### config.mk
export PLATFORM = sky130hd
export DESIGN_NAME = mc_control_rv32i
export DESIGN_NICKNAME = d
export VERILOG_FILES = /design/src/rtl/mc_control_rv32i.sv
export SDC_FILE = /design/constraint.sdc
export NUM_CORES = 1
export LEC_CHECK = 0
export ABC_AREA = 1
export CAP_MARGIN = 20
export CELL_PAD_IN_SITES_DETAIL_PLACEMENT = 1
export CELL_PAD_IN_SITES_GLOBAL_PLACEMENT = 2
export CORE_UTILIZATION = 26
export DETAILED_ROUTE_END_ITERATION = 6
export GPL_ROUTABILITY_DRIVEN = 0
export PLACE_DENSITY = 0.94
export SYNTH_ARGS = -nofsm -noshare
export SYNTH_HDL_FRONTEND = slang
export SYNTH_SLANG_ARGS = --single-unit
### constraint.sdc
create_clock -name i_clk -period 3.22 [get_ports i_clk]
set_input_delay 0.644 -clock i_clk [delete_from_list [all_inputs] [get_ports i_clk]]
set_output_delay 0.644 -clock i_clk [all_outputs]
set_load 0.005 [all_outputs]
### src/rtl/mc_control_rv32i.sv
// Multi-cycle RV32I control FSM: sequences fetch/decode/execute/memory/writeback
// and decodes the datapath strobes from the current state.
module mc_control_rv32i #(
  parameter int MEM_WAIT_EN     = 1,
  parameter int MEM_TIMEOUT     = 16,
  parameter int TRAP_ON_ILLEGAL = 1
) (
  input  logic       i_clk,
  input  logic       i_reset,
  input  logic [6:0] i_opcode,
  input  logic       i_mem_ready,
  output logic       o_pc_write,
  output logic       o_pc_write_cond,
  output logic       o_i_or_d,
  output logic       o_mem_read,
  output logic       o_mem_write,
  output logic       o_ir_write,
  output logic       o_reg_write,
  output logic [1:0] o_mem_to_reg,
  output logic [1:0] o_alu_src_a,
  output logic [1:0] o_alu_src_b,
  output logic [1:0] o_alu_op,
  output logic [1:0] o_pc_src,
  output logic       o_trap,
  output logic [1:0] o_trap_cause,
  output logic [3:0] o_state
);

  typedef enum logic [3:0] {
    S_FETCH     = 4'd0,
    S_DECODE    = 4'd1,
    S_MEM_ADDR  = 4'd2,
    S_MEM_LOAD  = 4'd3,
    S_LOAD_WB   = 4'd4,
    S_MEM_STORE = 4'd5,
    S_EXEC_R    = 4'd6,
    S_ALU_WB    = 4'd7,
    S_BRANCH    = 4'd8,
    S_JAL       = 4'd9,
    S_JALR      = 4'd10,
    S_EXEC_I    = 4'd11,
    S_LUI       = 4'd12,
    S_AUIPC     = 4'd13,
    S_TRAP      = 4'd15
  } state_t;

  localparam logic [6:0] OPC_LOAD   = 7'b0000011;
  localparam logic [6:0] OPC_STORE  = 7'b0100011;
  localparam logic [6:0] OPC_OP     = 7'b0110011;
  localparam logic [6:0] OPC_OPIMM  = 7'b0010011;
  localparam logic [6:0] OPC_BRANCH = 7'b1100011;
  localparam logic [6:0] OPC_JAL    = 7'b1101111;
  localparam logic [6:0] OPC_JALR   = 7'b1100111;
  localparam logic [6:0] OPC_LUI    = 7'b0110111;
  localparam logic [6:0] OPC_AUIPC  = 7'b0010111;

  localparam int CNT_W = (MEM_TIMEOUT > 1) ? $clog2(MEM_TIMEOUT + 1) : 1;
  localparam logic [CNT_W-1:0] STALL_LAST = (MEM_TIMEOUT > 0) ? CNT_W'(MEM_TIMEOUT - 1) : '0;
  localparam logic [CNT_W-1:0] STALL_MAX  = '1;

  state_t           r_state;
  logic [6:0]       r_opcode;
  logic [CNT_W-1:0] r_stall;
  logic [1:0]       r_cause;

  logic   w_mem_done;
  logic   w_timeout;
  state_t w_mem_next;

  assign w_mem_done = (MEM_WAIT_EN == 0) || i_mem_ready;
  // The stall that would make the count reach MEM_TIMEOUT traps on this edge.
  assign w_timeout  = (MEM_WAIT_EN != 0) && (MEM_TIMEOUT > 0) && !i_mem_ready &&
                      (r_stall == STALL_LAST);

  always_comb begin
    w_mem_next = S_FETCH;
    if (r_state == S_FETCH)         w_mem_next = S_DECODE;
    else if (r_state == S_MEM_LOAD) w_mem_next = S_LOAD_WB;
  end

  always_ff @(posedge i_clk) begin
    if (i_reset) begin
      r_state  <= S_FETCH;
      r_opcode <= '0;
      r_stall  <= '0;
      r_cause  <= 2'd0;
    end else begin
      case (r_state)
        S_FETCH, S_MEM_LOAD, S_MEM_STORE: begin
          if (w_mem_done) begin
            r_state <= w_mem_next;
            r_stall <= '0;
          end else if (w_timeout) begin
            r_state <= S_TRAP;
            r_cause <= 2'd2;
            r_stall <= '0;
          end else if (r_stall != STALL_MAX) begin
            r_stall <= r_stall + 1'b1;
          end
        end
        S_DECODE: begin
          r_opcode <= i_opcode;
          case (i_opcode)
            OPC_LOAD, OPC_STORE: r_state <= S_MEM_ADDR;
            OPC_OP:              r_state <= S_EXEC_R;
            OPC_OPIMM:           r_state <= S_EXEC_I;
            OPC_BRANCH:          r_state <= S_BRANCH;
            OPC_JAL:             r_state <= S_JAL;
            OPC_JALR:            r_state <= S_JALR;
            OPC_LUI:             r_state <= S_LUI;
            OPC_AUIPC:           r_state <= S_AUIPC;
            default: begin
              if (TRAP_ON_ILLEGAL != 0) begin
                r_state <= S_TRAP;
                r_cause <= 2'd1;
              end else begin
                r_state <= S_FETCH;
              end
            end
          endcase
        end
        S_MEM_ADDR: r_state <= (r_opcode == OPC_STORE) ? S_MEM_STORE : S_MEM_LOAD;
        S_LOAD_WB, S_ALU_WB, S_BRANCH, S_JAL, S_JALR: r_state <= S_FETCH;
        S_EXEC_R, S_EXEC_I, S_LUI, S_AUIPC: r_state <= S_ALU_WB;
        S_TRAP: r_state <= S_TRAP;
        default: begin
          r_state <= S_TRAP;
          r_cause <= 2'd1;
        end
      endcase
    end
  end

  assign o_state      = r_state;
  assign o_trap_cause = r_cause;

  always_comb begin
    o_pc_write      = 1'b0;
    o_pc_write_cond = 1'b0;
    o_i_or_d        = 1'b0;
    o_mem_read      = 1'b0;
    o_mem_write     = 1'b0;
    o_ir_write      = 1'b0;
    o_reg_write     = 1'b0;
    o_mem_to_reg    = 2'd0;
    o_alu_src_a     = 2'd0;
    o_alu_src_b     = 2'd0;
    o_alu_op        = 2'd0;
    o_pc_src        = 2'd0;
    o_trap          = 1'b0;
    case (r_state)
      S_FETCH: begin
        o_mem_read  = 1'b1;
        o_alu_src_b = 2'd1;
        o_ir_write  = w_mem_done;
        o_pc_write  = w_mem_done;
      end
      S_DECODE:    o_alu_src_b = 2'd2;
      S_MEM_ADDR: begin
        o_alu_src_a = 2'd1;
        o_alu_src_b = 2'd2;
      end
      S_MEM_LOAD: begin
        o_mem_read = 1'b1;
        o_i_or_d   = 1'b1;
      end
      S_MEM_STORE: begin
        o_i_or_d    = 1'b1;
        o_mem_write = 1'b1;
      end
      S_LOAD_WB: begin
        o_reg_write  = 1'b1;
        o_mem_to_reg = 2'd1;
      end
      S_EXEC_R: begin
        o_alu_src_a = 2'd1;
        o_alu_op    = 2'd2;
      end
      S_EXEC_I: begin
        o_alu_src_a = 2'd1;
        o_alu_src_b = 2'd2;
        o_alu_op    = 2'd3;
      end
      S_LUI: begin
        o_alu_src_a = 2'd2;
        o_alu_src_b = 2'd2;
      end
      S_AUIPC:     o_alu_src_b = 2'd2;
      S_ALU_WB:    o_reg_write = 1'b1;
      S_BRANCH: begin
        o_alu_src_a     = 2'd1;
        o_alu_op        = 2'd1;
        o_pc_write_cond = 1'b1;
        o_pc_src        = 2'd1;
      end
      S_JAL: begin
        o_pc_write   = 1'b1;
        o_pc_src     = 2'd1;
        o_reg_write  = 1'b1;
        o_mem_to_reg = 2'd2;
      end
      S_JALR: begin
        o_alu_src_a  = 2'd1;
        o_alu_src_b  = 2'd2;
        o_pc_write   = 1'b1;
        o_pc_src     = 2'd2;
        o_reg_write  = 1'b1;
        o_mem_to_reg = 2'd2;
      end
      S_TRAP:  o_trap = 1'b1;
      default: ;
    endcase
  end

endmodule

==> results of run 1 <==
## power groups by stage
stage	clock network [mW]	registers (mW)	logic (mW)
2_1_floorplan	0	0.355	0.526
4_1_cts	0.192	0.367	0.876
3_3_place_gp	0	0.367	0.859
5_1_grt	0.200	0.373	0.968
3_5_place_dp	0	0.371	0.872
6_report	0.188	0.363	0.860
## worst paths after layout
check                                startpoint              end  slack, ps  depth (start not counted)
worst max-delay path                i_mem_ready       o_pc_write        500                          4
worst min-delay path            o_trap_cause[1]  o_trap_cause[1]        470                          2
worst max register to register       o_state[1]       o_state[1]       1630                          9
worst min register to register  o_trap_cause[1]  o_trap_cause[1]        470                          2
## kinds of logic after synthesis
group	Yosys count	share of synthesized area, %
fa+ha+maj	1	1.01
xor+xnor	2	1.41
flops	18	29.1
compound gates	38	17.2
buf+inv	33	10.3
simple gates	102	41.1
## area by class of cell
type / count / share of cell area, %
Clock buffer: 4 / 3.26
Inverter: 31 / 6.90
Multi-Input combinational cell: 143 / 44.6
Sequential cell: 18 / 21.4
Tap cell: 52 / 3.86
Timing Repair Buffer: 34 / 20.0
## per-layer routing
layer	vias to the layer above	global-route usage (%)
met1	584	19.6
met5	-	0
met3	4	2.14
met4	0	3.33
li1	691	-
met2	36	24.3
## through the flow
step,hold slack [ps],setup slack (ps),power (mW),std cells,utilization [%]
global placement,461,520,1.23,278,36.5
CTS,479,491,1.43,282,37.7
detailed placement,469,498,1.24,278,36.5
global route,504,432,1.54,282,37.7
finish,473,502,1.41,282,37.7
floorplan,455,1520,0.881,194,-
## critical path, cell delays in order
cell	delay (ps)
clkdlybuf4s50_1	590
inv_1	140
o21ai_0	180
clkdlybuf4s50_1	520
## registers in the layout, indices dropped and copies added, names as in the netlist
| register | flops |
|---|---|
| o_state | 4 |
| o_trap_cause | 2 |
| r_stall | 5 |
| r_opcode | 7 |
## synthesized netlist by cell type, drive strengths merged
library cell and n:
dfxtp 18, a211oi 1, nor4 1, clkbuf 1, inv 29, o2111ai 1, nor3 3, nand3 12
xor2 2, a21o 1, o211ai 1, ha 1, a21oi 17, nor2 37, clkinv 2, nand4 1
nand2 46, o21ai 17, buf 1, nand3b 2
==> results.json, run 1 <==
{
  "grt_setup_unrepaired": "false",
  "synth_cell_types": 29,
  "status": "finished, violations left",
  "start_kind": "primary input",
  "multi_input_area_um2": 752,
  "clkSinkCount": 18,
  "clock_path_buffers": 2,
  "hp-class": "reg2reg",
  "drt-met1-wl_mm": 1.67,
  "clkTransAtPathRegs_ps": 70,
  "vias_per_cell": 4.66,
  "power.internal_uw": 794,
  "cts_tree": "done",
  "layout_common_cells": "nand2_1, clkdlybuf4s50_1, nor2_1",
  "maxSlewViolCount": 0,
  "postSynthAreaPerCell_um2": 6.39,
  "ir_worst_vdd_mv": 0.241,
  "synth.largest_area_cell": "dfxtp_1",
  "wl_met3_um": 128,
  "switching_share_pct": 43.7,
  "routed_wirelength_mm": 3.35,
  "clockPowerShare_pct": 13.3,
  "setup_tns_ps": 0,
  "place_area_um2": 1630,
  "initial_core_util_pct": 27.7,
  "crit_type": "in2out",
  "first_global_vias": 1328,
  "top_layer": "met4",
  "vias": 1315,
  "netlist_area_um2": 1240,
  "hpwl_mm": 2.77,
  "timing.fmax_mhz": 368,
  "fin_nets": 242,
  "ioPinCount": 34,
  "antenna_found_initial": 0,
  "cts-buffers-inserted": 3,
  "die_x_um": 71.1,
  "dieArea_um2": 5050,
  "seq_power_share_pct": 25.7,
  "detail-route-antenna-nets": 0,
  "ys_top_cells_by_area": "dfxtp_1, nand2_1, nor2_1, inv_1, a21oi_1",
  "timing.final.hold_violations": 0,
  "drt_pre_antenna_iters": 6,
  "cts-root-buf": "clkbuf_8",
  "cp-end-kind": "primary output",
  "cap_violations": 0,
  "skew_ps": 3.26,
  "period_minus_slack_ps": 2720,
  "met2_length_mm": 1.53,
  "port_buffers": 33,
  "htree_levels": 1,
  "drt-wirelength-per-cell_um": 11.9,
  "p_leak_nw": 0.744,
  "grt_overflow": 0,
  "fill_cells": 568,
  "cts.repair.resized": 0,
  "track_usage_pct": 14.4,
  "grt_max_degree": 18,
  "synth_top_area_share_pct": 29.1,
  "maxSlewHeadroom_pct": 75.0,
  "register_area_um2": 360,
  "final_common_cell": "nand2_1",
  "drc": 5,
  "grt_pass1_wl_mm": 5.89,
  "clock_latency_ps": 260,
  "drive_gt1_share_pct": 14.8,
  "core_area_um2": 4470,
  "cp.required_ps": 2580,
  "dieHeight_um": 71.1,
  "violations": "DRC",
  "syn_inst": 194,
  "rows": 24,
  "power_density_nw_per_um2": 836,
  "yosysSeqAreaShare_pct": 29.1,
  "first_iter_violations": 28,
  "n_antenna_cell": 0,
  "ys_ff_latch": 18,
  "critPathArrivalTime_ps": 2070,
  "switching_power_uw": 617,
  "tightest_slew_ps": 372,
  "ys_warn_count": 0,
  "path_max_fanout": 5,
  "synth.net_count": 205,
  "comb_power_share_pct": 61.0,
  "setup_viol": 0,
  "postCtsSetupBuffers": 0,
  "area_delta_synth_final_pct": 36.0,
  "fin_area_um2": 1690,
  "cts-hold-fix-buffers": 0,
  "fin_crit_sh_pct": 84.4
}
Note: power is estimated with default switching activity, not from simulation.
==> run 2: changes to the inputs <==
CORE_UTILIZATION = 25   (was 26)
PLACE_DENSITY = 0.92   (was 0.94)
clock period = 2.6 ns   (was 3.22 ns; I/O delays follow)
==> results.json, run 2 (same netlist as run 1, synthesis figures left out) <==
{
  "path_max_fanout": 5,
  "comb_power_share_pct": 61.1,
  "clkTransAtPathRegs_ps": 70,
  "cts-buffers-inserted": 3,
  "power_density_nw_per_um2": 1020,
  "detail-route-antenna-nets": 0,
  "port_buffers": 33,
  "seq_power_share_pct": 25.8,
  "start_kind": "register",
  "hp-class": "reg2reg",
  "largest_register_ffs": 7,
  "drc": 0,
  "status": "finished, final reports clean",
  "grt_pass1_wl_mm": 5.50,
  "grt_setup_unrepaired": "false",
  "rows": 25,
  "cts-hold-fix-buffers": 0,
  "core_area_um2": 4750,
  "crit_type": "reg2out",
  "dieHeight_um": 72.4,
  "dieArea_um2": 5250,
  "clockPowerShare_pct": 13.1,
  "power.internal_uw": 984,
  "switching_power_uw": 761,
  "top_register": "r_opcode",
  "area_delta_synth_final_pct": 38.1,
  "postCtsSetupBuffers": 0,
  "cts.repair.resized": 0,
  "clock_path_buffers": 2,
  "drt-wirelength-per-cell_um": 11.2,
  "final_common_cell": "nand2_1",
  "cap_violations": 0,
  "skew_ps": 3.88,
  "hpwl_mm": 2.71,
  "setup_viol": 0,
  "maxSlewViolCount": 0,
  "grt_overflow": 0,
  "critPathArrivalTime_ps": 1900,
  "drive_gt1_share_pct": 15.2,
  "ioPinCount": 34,
  "routed_wirelength_mm": 3.34,
  "clock_latency_ps": 250,
  "fin_nets": 243,
  "timing.fmax_mhz": 413,
  "clkSinkCount": 18,
  "setup_tns_ps": 0,
  "antenna_found_initial": 0,
  "fin_crit_sh_pct": 93.2,
  "ir_worst_vdd_mv": 0.244,
  "vias": 1313,
  "holdWs_ps": 473,
  "p_leak_nw": 0.749,
  "switching_share_pct": 43.6,
  "period_minus_slack_ps": 2420,
  "track_usage_pct": 13.3,
  "timing.final.hold_violations": 0,
  "first_iter_violations": 48,
  "cts-root-buf": "clkbuf_8",
  "vias_per_cell": 4.41,
  "first_global_vias": 1202,
  "drt_pre_antenna_iters": 4,
  "tightest_slew_ps": 393,
  "cp.required_ps": 2080,
  "cts_tree": "done",
  "n_antenna_cell": 0,
  "initial_core_util_pct": 26.1,
  "die_x_um": 72.4,
  "grt_max_degree": 18,
  "cp-end-kind": "primary output",
  "htree_levels": 1,
  "layout_common_cells": "nand2_1, clkdlybuf4s50_1, nor2_1",
  "maxSlewHeadroom_pct": 73.6
}
==> run 2: cell types whose count changed in the layout (fill, tap and decap cells not counted) <==
cell and delta:
buf_4 +1
==> run 2: final cells by class <==
type,count,area [um2]
well taps,67,83.8
clock buffers,4,55.1
multi-input cells,143,752
flip-flops and latches,18,360
repair buffers,35,345
inverters,31,116
fillers,627,3040
==> run 2: per-stage QoR <==
| stage | setup WS [ps] | instance area (um2) | util, % | cells | power [mW] |
|---|---|---|---|---|---|
| CTS | 143 | 1710 | 36.0 | 298 | 1.78 |
| global placement | 303 | 1660 | 34.9 | 294 | 1.52 |
| finish | 177 | 1710 | 36.0 | 298 | 1.75 |
| global route | 57.4 | 1710 | 36.0 | 298 | 1.91 |
| detailed placement | 315 | 1660 | 34.9 | 294 | 1.53 |
| floorplan | 1030 | 1240 | - | 194 | 1.09 |
==> run 2: worst paths after layout <==
check | from | end | slack [ps] | cells after the start
worst min-delay path | o_trap_cause[1] | o_trap_cause[1] | 470 | 2
worst min register to register | o_trap_cause[1] | o_trap_cause[1] | 470 | 2
worst max-delay path | o_state[3] | o_alu_src_a[0] | 180 | 7
worst max register to register | o_state[1] | o_state[0] | 1010 | 9
==> run 2: power groups by stage <==
stage / clock [mW] / combinational [mW] / sequential, mW
2_1_floorplan: 0 / 0.651 / 0.440
3_3_place_gp: 0 / 1.07 / 0.454
3_5_place_dp: 0 / 1.08 / 0.456
4_1_cts: 0.241 / 1.09 / 0.450
5_1_grt: 0.254 / 1.19 / 0.460
6_report: 0.229 / 1.07 / 0.450
==> run 2: routing by layer <==
metal | GRT usage, % | vias to the layer above | part of all wire (%)
met4 | 4.58 | 0 | 1.5
met1 | 18.2 | 580 | 51
met3 | 1.53 | 4 | 3.4
met5 | 0 | - | 0
li1 | - | 694 | -
met2 | 21.6 | 35 | 44
==> run 2: worst max-delay path: stages (launching register included) <==
cell	delay, ps
dfxtp_1	410
inv_1	70
nor2_1	270
nand2_1	140
nand2_2	140
nor2_4	40
o21ai_0	70
clkdlybuf4s50_1	530
==> run 3: changes to the inputs <==
SKIP_CTS_REPAIR_TIMING = 1   (was default)
==> results of run 3 <==
The final DEF is identical to that of run 2; final timing and power are the same.
==> patch 1: new RTL, flow settings as in run 2 <==
Set the parameter `MEM_WAIT_EN` to 0 (it was 1).
--- a/src/rtl/mc_control_rv32i.sv
+++ b/src/rtl/mc_control_rv32i.sv
@@ -2,5 +2,5 @@
 // and decodes the datapath strobes from the current state.
 module mc_control_rv32i #(
-  parameter int MEM_WAIT_EN     = 1,
+  parameter int MEM_WAIT_EN     = 0,
   parameter int MEM_TIMEOUT     = 16,
   parameter int TRAP_ON_ILLEGAL = 1
Check against the original RTL: not equivalent (Yosys sat finds a counterexample within 4 cycles, from zero or initial values and one cycle with i_reset high).
==> patch 1 against run 2 <==
Non-clock buffer count shrank 4; via count down 27%; design area decreased by 29%; synthesized area is 32% lower; clock power decreased by 35%; sequential cell count is 6 lower; first-iteration DRC count decreased by 69%; die area fell by 32%; sequential power down 26%; worst setup slack improved by 0.11 ns; wire length down 28%; worst hold slack barely moved; critical endpoint is now o_reg_write; power decreased by 21%.
==> patch 1: results (changes against run 2) <==
status=finished, final reports clean; most frequent cells after synthesis=nand2_1 (35), nor2_1 (32), inv_1 (17); drt first pass iters=2 (-2); CP arrival=1.80 ns (-0.10 ns); Power Sequential=0.335 mW (-26%); count of cell types in the netlist=24 (-17%); Total Routed Length=2410 µm (-28%); largest net degree at the start of global routing=13 (-5); Met2 Wirelength=1250 µm (-15%); dpl hpwl=2000 µm (-26%); NumNets Final=183 (-25%); CP Max Fanout=4 (-1); Starting DRT DRC Count=15 (-69%); worst-case clock skew=0.0115 ns (+0.00763 ns); Placed Cells=212 (-28%); Total GRT Usage=14.5% (+1.2 points); Skew-Pair Late Insertion Delay=0.27 ns (+0.02 ns); dpl cell area=1180 µm² (-29%); sequential share of power=24.4% (-1.4 points); GR Util met3=1.95% (+0.42 points); final core utilization=38.9% (+2.9 points); Lkg Pwr=0.554 nW (-26%); register area share after synthesis=28.7% (-0.40 points); number of global-route vias before repair=920 (-23%); Comb power frac=64.8% (+3.7 points); clk root buf=clkbuf_4; Via density=4.42 (+0.24%)
==> patch 1: cell types whose count changed after synthesis, moves of 3 or more <==
cell,change
a211oi_2,+4
inv_1,-6
nor2_1,+3
nand2_2,-3
nand3_1,-5
a21oi_1,-8
dfxtp_1,-6
o21ai_0,-13
nor2_4,-5
==> patch 1: cells by family after synthesis <==
kind of cell           synth area share [%]
AO/OA/AOI/OAI                          16.1
buffers and inverters                  13.3
flip-flops                             28.7
other                                 0.447
AND/OR/NAND/NOR                        41.5
==> patch 1: path summary, 6_finish.rpt <==
path	endpoint	slack [ns]	cells past startpoint	from
worst max-delay path	o_reg_write	0.28	7	o_state[0]
worst max register to register	o_state[1]	1.26	8	o_state[0]
worst min-delay path	r_opcode[0]	0.47	2	r_opcode[0]
worst min register to register	r_opcode[0]	0.47	2	r_opcode[0]
==> patch 1: layout make-up <==
cell class              count  share of cell area, %
flip-flops and latches     12                   19.7
well taps                  44                   4.52
clock buffers               4                   2.98
multi-input cells         102                   40.0
inverters                  23                   7.30
repair buffers             31                   25.5
==> patch 2: new RTL, settings of run 2 <==
Without the edit above. Make the reset (`i_reset`) asynchronous in one clocked block.
--- a/src/rtl/mc_control_rv32i.sv
+++ b/src/rtl/mc_control_rv32i.sv
@@ -79,5 +79,5 @@
   end
 
-  always_ff @(posedge i_clk) begin
+  always_ff @(posedge i_clk or posedge i_reset) begin
     if (i_reset) begin
       r_state  <= S_FETCH;
Behaviour: differs if i_reset is asserted again (counterexample within 4 cycles, from zero or initial values and one cycle with i_reset high); with i_reset held inactive, the same outputs for 10 cycles.
==> patch 2 against run 2 <==
Design area about the same; worst setup slack improved by 0.037 ns; wire length decreased by 3.6%; synthesized area increased by 0.61%; power increased by 9.8%; clock skew increased by 0.0023 ns; count of clock-buffer cells in the layout unchanged; sequential cell count unchanged; critical endpoint is now o_alu_src_b[1]; highest routed layer unchanged.
==> patch 2: results (changes against run 2) <==
worst hold slack=0.474 ns (+0.00158 ns); Clock transition at path regs=0.07 ns (about the same); worst hold endpoint=o_trap_cause[1]; Lkg Pwr=0.809 nW (+8.0%); per-cell routed wire length=10.9 µm (-2.3%); Post-Syn Nets=202 (-1.5%); Clock Path Buffers=2 (unchanged); worst-case clock skew=0.00614 ns (+0.00226 ns); Critical path origin=o_state[2]; pwr/cell area=1120 nW/µm² (+9.8%); highest clock rate=419 MHz (+1.6%); Met2 Wirelength=1450 µm (-1.4%); reg2reg setup slack=1.01 ns (about the same); top routing layer used=met4; fill cell count=642 (+2.4%); Reg2Reg Depth=8 (-1); Power Sequential=0.531 mW (+18%); Placed Cells=290 (-1.4%); first-pass GRT wire length=5510 µm (+0.13%); Via density=4.36 (-1.0%); Worst R2R Start=o_state[0]; Syn Area/Cell=6.53 µm² (+2.2%); ys async rst share=100% (+100 points); largest net degree at the start of global routing=19 (+1); switching portion of total power=43.3% (-0.35 points); r2r endpoint=o_trap_cause[1]; Hold Crit Start=o_trap_cause[1]; layout cells sized above 1=10.1% (-5.0 points); routed length on met1=1620 µm (-4.7%); Starting DRT DRC Count=41 (-15%); NumNets Final=239 (-1.6%); Main synth FF type=dfrtp_1; metal3 WL=66 µm (-42%); met2 Use GR=22.0% (+0.42 points); dpl cell area=1650 µm² (-0.23%); most frequent cells after synthesis=nand2_1 (58), nor2_1 (31), inv_1 (22); most area-consuming cells after synthesis=dfrtp_1 (36%), nand2_1 (17%), nor2_1 (9.3%); CP Max Fanout=6 (+1); CP arrival=1.87 ns (-0.03 ns); Skew-Pair Late Insertion Delay=approximately 0.26 ns; number of global-route vias before repair=1240 (+3.2%); Total Routed Length=3220 µm (-3.6%); final core utilization=36.0% (about the same); Clock Power=0.236 mW (+3%); met1 Track Usage GR=17.8% (-0.31 points); VDD IR max=0.267 mV (+9.6%); dpl hpwl=2600 µm (-4.1%); dpl ws=0.220 ns (-0.0945 ns); Worst-Margin Slew=0.681 ns (+0.288 ns); GR Util met3=0.967% (-0.56 points); worst setup path endpoint=o_alu_src_b[1]; count of cell types in the netlist=26 (-10%); status=finished, final reports clean; register area share after synthesis=36.1% (+7.0 points); Most flops, register=r_opcode; Total GRT Usage=13.5% (+0.20 points)
[patch 2: cell types whose count changed after synthesis, sizes merged, moves of 4 or more]
cell,delta
dfxtp,-18
a21oi,-8
dfrtp,+18
nand2,+16
nand3,-4
[patch 2: cell type report]
| cell class | count | area share, % |
|---|---|---|
| Sequential cell | 18 | 26.3 |
| Timing Repair Buffer | 34 | 19.7 |
| Clock buffer | 4 | 3.22 |
| Multi-Input combinational cell | 144 | 39.9 |
| Inverter | 27 | 5.92 |
| Tap cell | 67 | 4.90 |
[patch 2: worst max-delay path, cell delays in order (launching register included)]
cell and delay, ns:
dfrtp_1 0.48, nor2_2 0.22, inv_1 0.08, nor2_1 0.14
inv_1 0.07, o2111ai_1 0.07, clkdlybuf4s50_1 0.53
[patch 2: cell families after synthesis]
logic type	Yosys count	synth area share, %
AND/OR/NAND/NOR	111	38.1
AO/OA/AOI/OAI	31	14.7
buffers and inverters	29	9.33
flip-flops	18	36.1
XOR/XNOR	1	0.702
adder cells (fa/ha/maj)	1	1.00
